--- src/rtl/fetch_stage_if.sv ---
// Fetch-stage bus: decode-side controls in, instruction-memory and IF/ID outputs.
// master = fetch stage, slave = decode stage / instruction memory side.
interface fetch_stage_if;
    logic        stall;
    logic        jump;
    logic [25:0] jump_index;
    logic        branch_taken;
    logic [31:0] branch_target;
    logic [31:0] imem_addr;
    logic [31:0] imem_rdata;
    logic [31:0] if_id_instr;
    logic [31:0] if_id_pc_plus4;
    logic        if_id_valid;
    logic        fetch_fault;

    modport master (
        input  stall, jump, jump_index, branch_taken, branch_target, imem_rdata,
        output imem_addr, if_id_instr, if_id_pc_plus4, if_id_valid, fetch_fault
    );

    modport slave (
        output stall, jump, jump_index, branch_taken, branch_target, imem_rdata,
        input  imem_addr, if_id_instr, if_id_pc_plus4, if_id_valid, fetch_fault
    );
endinterface

--- src/rtl/fetch_stage.sv ---
// Instruction-fetch stage: PC, redirect/flush, stall hold and IF/ID register.
// Optional misaligned-redirect trap enabled by defining FETCH_ALIGN_CHECK_EN.
module fetch_stage #(
    parameter logic [31:0] RESET_PC       = 32'h0000_0000,
    parameter int unsigned IMEM_ADDR_BITS = 8
) (
    input  logic          clk,
    input  logic          reset,
    fetch_stage_if.master bus
);

`ifdef FETCH_ALIGN_CHECK_EN
    typedef enum logic {ST_RUN, ST_FAULT} state_t;
`else
    typedef enum logic {ST_RUN} state_t;
`endif

    if (IMEM_ADDR_BITS < 1 || IMEM_ADDR_BITS > 30) begin : g_bad_addr_bits
        $error("fetch_stage: IMEM_ADDR_BITS must be in 1..30");
    end

    state_t      r_state;
    logic [31:0] r_pc;
    logic [31:0] r_instr;
    logic [31:0] r_pc4;
    logic        r_valid;

    logic [31:0] w_pc_plus4;
    logic [31:0] w_jump_target;
    logic [31:0] w_redirect_target;
    logic        w_redirect;

    assign w_pc_plus4        = r_pc + 32'd4;
    assign w_jump_target     = {r_pc4[31:28], bus.jump_index, 2'b00};
    assign w_redirect        = bus.jump | bus.branch_taken;
    assign w_redirect_target = bus.jump ? w_jump_target : bus.branch_target;

`ifdef FETCH_ALIGN_CHECK_EN
    logic r_fault;
    logic w_misaligned;
    assign w_misaligned    = (w_redirect_target[1:0] != 2'b00);
    assign bus.fetch_fault = r_fault;
`else
    logic [31:0] w_aligned_target;
    assign w_aligned_target = w_redirect_target & ~32'd3;
    assign bus.fetch_fault  = 1'b0;
`endif

    assign bus.imem_addr      = r_pc;
    assign bus.if_id_instr    = r_instr;
    assign bus.if_id_pc_plus4 = r_pc4;
    assign bus.if_id_valid    = r_valid;

    always_ff @(posedge clk) begin
        if (reset) begin
            r_state <= ST_RUN;
            r_pc    <= RESET_PC;
            r_instr <= '0;
            r_pc4   <= '0;
            r_valid <= 1'b0;
`ifdef FETCH_ALIGN_CHECK_EN
            r_fault <= 1'b0;
`endif
        end else begin
            case (r_state)
                ST_RUN: begin
                    if (w_redirect) begin
                        // Jump has already won the target mux; the redirect edge is the single bubble.
                        r_instr <= '0;
                        r_pc4   <= '0;
                        r_valid <= 1'b0;
`ifdef FETCH_ALIGN_CHECK_EN
                        if (w_misaligned) begin
                            r_state <= ST_FAULT;
                            r_fault <= 1'b1;
                        end else begin
                            r_pc <= w_redirect_target;
                        end
`else
                        r_pc <= w_aligned_target;
`endif
                    end else if (!bus.stall) begin
                        r_pc    <= w_pc_plus4;
                        r_instr <= bus.imem_rdata;
                        r_pc4   <= w_pc_plus4;
                        r_valid <= 1'b1;
                    end
                end
`ifdef FETCH_ALIGN_CHECK_EN
                ST_FAULT: begin
                    // Locked until reset: pc keeps the redirect source, IF/ID stays flushed.
                    r_instr <= '0;
                    r_pc4   <= '0;
                    r_valid <= 1'b0;
                    r_fault <= 1'b1;
                end
`endif
                default: r_state <= ST_RUN;
            endcase
        end
    end

endmodule

--- src/flat_wrapper.sv ---
// flat-port wrapper written by rule: the top's interface ports become plain ports
module fetch_stage_flat 
#(
    parameter logic [31:0] RESET_PC       = 32'h0000_0000,
    parameter int unsigned IMEM_ADDR_BITS = 8
)
  (clk, reset, bus_stall, bus_jump, bus_jump_index, bus_branch_taken, bus_branch_target, bus_imem_rdata, bus_imem_addr, bus_if_id_instr, bus_if_id_pc_plus4, bus_if_id_valid, bus_fetch_fault);
  fetch_stage_if bus_i ();
  input  logic clk;
  input  logic reset;
  input wire logic [$bits(bus_i.stall)-1:0] bus_stall;
  input wire logic [$bits(bus_i.jump)-1:0] bus_jump;
  input wire logic [$bits(bus_i.jump_index)-1:0] bus_jump_index;
  input wire logic [$bits(bus_i.branch_taken)-1:0] bus_branch_taken;
  input wire logic [$bits(bus_i.branch_target)-1:0] bus_branch_target;
  input wire logic [$bits(bus_i.imem_rdata)-1:0] bus_imem_rdata;
  output wire logic [$bits(bus_i.imem_addr)-1:0] bus_imem_addr;
  output wire logic [$bits(bus_i.if_id_instr)-1:0] bus_if_id_instr;
  output wire logic [$bits(bus_i.if_id_pc_plus4)-1:0] bus_if_id_pc_plus4;
  output wire logic [$bits(bus_i.if_id_valid)-1:0] bus_if_id_valid;
  output wire logic [$bits(bus_i.fetch_fault)-1:0] bus_fetch_fault;
  assign bus_i.stall = bus_stall;
  assign bus_i.jump = bus_jump;
  assign bus_i.jump_index = bus_jump_index;
  assign bus_i.branch_taken = bus_branch_taken;
  assign bus_i.branch_target = bus_branch_target;
  assign bus_i.imem_rdata = bus_imem_rdata;
  assign bus_imem_addr = bus_i.imem_addr;
  assign bus_if_id_instr = bus_i.if_id_instr;
  assign bus_if_id_pc_plus4 = bus_i.if_id_pc_plus4;
  assign bus_if_id_valid = bus_i.if_id_valid;
  assign bus_fetch_fault = bus_i.fetch_fault;
  fetch_stage #(.RESET_PC(RESET_PC), .IMEM_ADDR_BITS(IMEM_ADDR_BITS)) u_core (.clk(clk), .reset(reset), .bus(bus_i));
endmodule
--- config.mk ---
export PLATFORM = sky130hd
export DESIGN_NAME = fetch_stage_flat
export DESIGN_NICKNAME = d
export VERILOG_FILES = /design/src/rtl/fetch_stage_if.sv /design/src/rtl/fetch_stage.sv /design/src/flat_wrapper.sv
export SDC_FILE = /design/constraint.sdc
export NUM_CORES = 1
export LEC_CHECK = 0
export ABC_AREA = 0
export BUFFER_PORTS_ARGS = -buffer_cell sky130_fd_sc_hd__buf_4
export CORE_MARGIN = 3
export CORE_UTILIZATION = 47
export DETAILED_ROUTE_END_ITERATION = 12
export PLACE_DENSITY_LB_ADDON = 0.15
export SYNTH_ARGS = -nofsm -noshare
export SYNTH_HDL_FRONTEND = slang
export SYNTH_SLANG_ARGS = --single-unit
--- constraint.sdc ---
create_clock -name clk -period 2.2 [get_ports clk]
set_input_delay 0.22 -clock clk [delete_from_list [all_inputs] [get_ports clk]]
set_output_delay 0.22 -clock clk [all_outputs]
set_load 0.01 [all_outputs]
==> reports/results.tsv <==
stage	metric	value	unit
die	start_util	49.3	%
synthesis	ys.warnings.count	0	
clock_network	cts_hold_buf	0	
flow_run	drv_cap	0	
sta	fin_ws	0.178	ns
sta	setup_viol	0	
synthesis	synth_top_cell_area_share	42.7	%
critical_path	path_max_fanout	9	
cells_and_area	final_cell_mix	buf_4 (204), dfxtp_1 (93), a21oi_1 (78)	
cells_and_area	num_antenna_cells	0	
clock_network	ctsResizeCount	0	
detailed_routing	initialDrtViolationCount	289	
pwr	p_total	3.68	mW
synthesis	ys_dominant_reg_cell	dfxtp_1	
sta	drv_slew	0	
critical_path	crit_arrival	2.25	ns
die	die_y	102	um
global_routing	grt_max_degree	54	
critical_path	crit_chain	nand4_2 -> or4_4 -> nor4_2 -> xnor2_1 -> o22ai_1	
global_routing	overflow	0	
global_routing	grt_pass1_wl	20100	um
placed_design	routabilityCongestion	0.848	
pwr	ir_worst_vdd	307	uV
sta	rsz0062_at_grt	no	
detailed_routing	dr_total_vias	4497	
critical_path	critPathSlowestCell	or4_4	
die	rows	34	
die	die_w	102	um
detailed_routing	routedWlPerCell	16.5	um
placed_design	dp_hpwl	9480	um
critical_path	critPathKind	flip-flop to flip-flop	
sta	tightestPinTransition	0.713	ns
clock_network	clockRootBuffer	clkbuf_8	
pwr	p_switching	981	uW
synthesis	synth-edff-count	0	
pwr	swShare	26.7	%
critical_path	end_kind	flip-flop	
clock_network	htree_num_levels	3	
sta	timing.final.hold_violations	0	
min_path	hp-class	input pin to flip-flop	
clock_network	cts_inserted_buffers	9	
die	core_area	8850	um^2
global_routing	gr-usage-all-layers	24.2	%
pwr	p_leak	2.62	nW
placed_design	port_buffers	185	
detailed_routing	routed_wl	13300	um
synthesis	ys_seq_area_share	42.7	%
clock_network	clock_sinks	93	
synthesis	synth_largest_area_cell	dfxtp_1	
clock_network	cts_tree	done	
clock_network	insertion_delay	0.36	ns
critical_path	path_buf_inv	0	
detailed_routing	drt.antenna.violating_nets	0	
detailed_routing	drc	0	
synthesis	synth.top_cells.by_area	dfxtp_1 (43%), a21oi_1 (9.0%), mux2i_1 (8.3%), nor2_1 (4.6%), nand3b_1 (4.5%)	
pwr	p_seq_share	48.9	%
critical_path	required	2.42	ns
die	die_area	10500	um^2
sta	period_share	91.9	%
sta	skew	0.0128	ns
clock_network	postCtsSetupBuffers	0	
cells_and_area	final_common_cell	buf_4	
cells_and_area	nets	789	
global_routing	grt_pass1_vias	4121	
clock_network	clock_tree.buffer_depth	2	
detailed_routing	dr.pass1.iters	5	
placed_design	pre_cts_ws	0.245	ns
critical_path	cp-start-kind	flip-flop	
sta	relSlewSlack	52.5	%
critical_path	slowest_delay	0.61	ns
critical_path	cp_top_family	simple AND/OR/NAND/NOR gates	
die	io_pins	193	
detailed_routing	vias_per_cell	5.58	
sta	period_needed	2.02	ns
pwr	p_int	2.70	mW
synthesis	netlist_area	4360	um^2
pwr	p_comb_share	16.3	%
synthesis	async_flop_share	0	%
pwr	p_clk_share	34.7	%
sta	fmax	494	MHz
sta	fin_setup_tns	0	ns
cells_and_area	drive_above_1_share	33.0	%
run_status	status	finished, final reports clean	
cells_and_area	area_growth	39.1	%
synthesis	synth_seq_cells	93	
synthesis	synth.avg_cell_area	8.39	um^2
synthesis	synth.distinct_cells	41	
global_routing	antenna_found_initial	0	
synthesis	synth_cells	520	
pwr	powerDensity	607	nW/um^2
clock_network	clk_pin_slew	0.10	ns
-- per-stage QoR --
stage / util (%) / area [um^2] / std cells / hold slack, ns
2_1_floorplan: - / 4380 / 524 / 0.364
3_5_place_dp: 66.0 / 5840 / 790 / 0.447
3_3_place_gp: 66.0 / 5840 / 790 / 0.450
5_1_grt: 68.6 / 6070 / 806 / 0.0734
6_report: 68.6 / 6070 / 806 / 0.0833
4_1_cts: 68.6 / 6070 / 806 / 0.0688
-- cell families after synthesis --
logic type / after synthesis / share of synthesized area, %
simple gates: 176 / 21.2
other cells: 1 / 0.0860
flops: 93 / 42.7
mux: 37 / 8.52
fa+ha+maj: 1 / 0.287
compound gates: 136 / 16.9
buf+inv: 49 / 4.93
xor+xnor: 27 / 5.42
-- metal layers --
metal,vias up,part of all wire [%],track usage (%)
met5,-,0,0
met4,0,1.9,9.18
met3,22,8.9,4.30
met2,214,48,39.8
met1,2081,42,31.8
li1,2180,-,-
-- final cells by class --
type	instances	area [um^2]
Sequential cell	93	1860
Fill cell	748	2780
Clock inverter	6	93.8
Tap cell	108	135
Inverter	3	11.3
Timing Repair Buffer	204	1530
Clock buffer	10	128
Multi-Input combinational cell	382	2300
-- Yosys cell counts (9+ instances only) --
cell and n:
a21oi_1 78, clkbuf_1 35, dfxtp_1 93, mux2i_1 36, nand2_1 44, nand3_1 12
nand3b_1 26, nor2_1 53, nor3_1 9, o21ai_0 23, o22ai_1 26, xnor2_1 16
xor2_1 11
-- power by group through the flow --
stage / combinational [mW] / sequential, mW / clock (mW)
after global routing: 0.651 / 1.81 / 1.38
after CTS: 0.599 / 1.80 / 1.30
final: 0.601 / 1.80 / 1.28
after detailed placement: 0.596 / 1.84 / 0
after global placement: 0.585 / 1.83 / 0
after floorplan: 0.269 / 1.86 / 0
-- final timing paths --
check                            from                          to  slack, ns  depth (start not counted)
max          u_core.bus.imem_addr[13]    u_core.bus.imem_addr[29]       0.18                          5
min                bus_imem_rdata[19]  u_core.bus.if_id_instr[19]       0.08                          3
max reg2reg  u_core.bus.imem_addr[13]    u_core.bus.imem_addr[29]       0.18                          5
min reg2reg    u_core.bus.if_id_valid      u_core.bus.if_id_valid       0.48                          1
-- registers in the layout, summed over array words and instances, names as in the netlist --
name	flops
u_core.bus.if_id_instr	32
u_core.bus.if_id_pc_plus4	30
u_core.bus.imem_addr	30
u_core.bus.if_id_valid	1
-- worst min-delay path: stages --
cell and delay, ns:
buf_4 0.07, mux2i_1 0.05, nor2_1 0.07
Note: power is estimated with default switching activity, not from simulation.
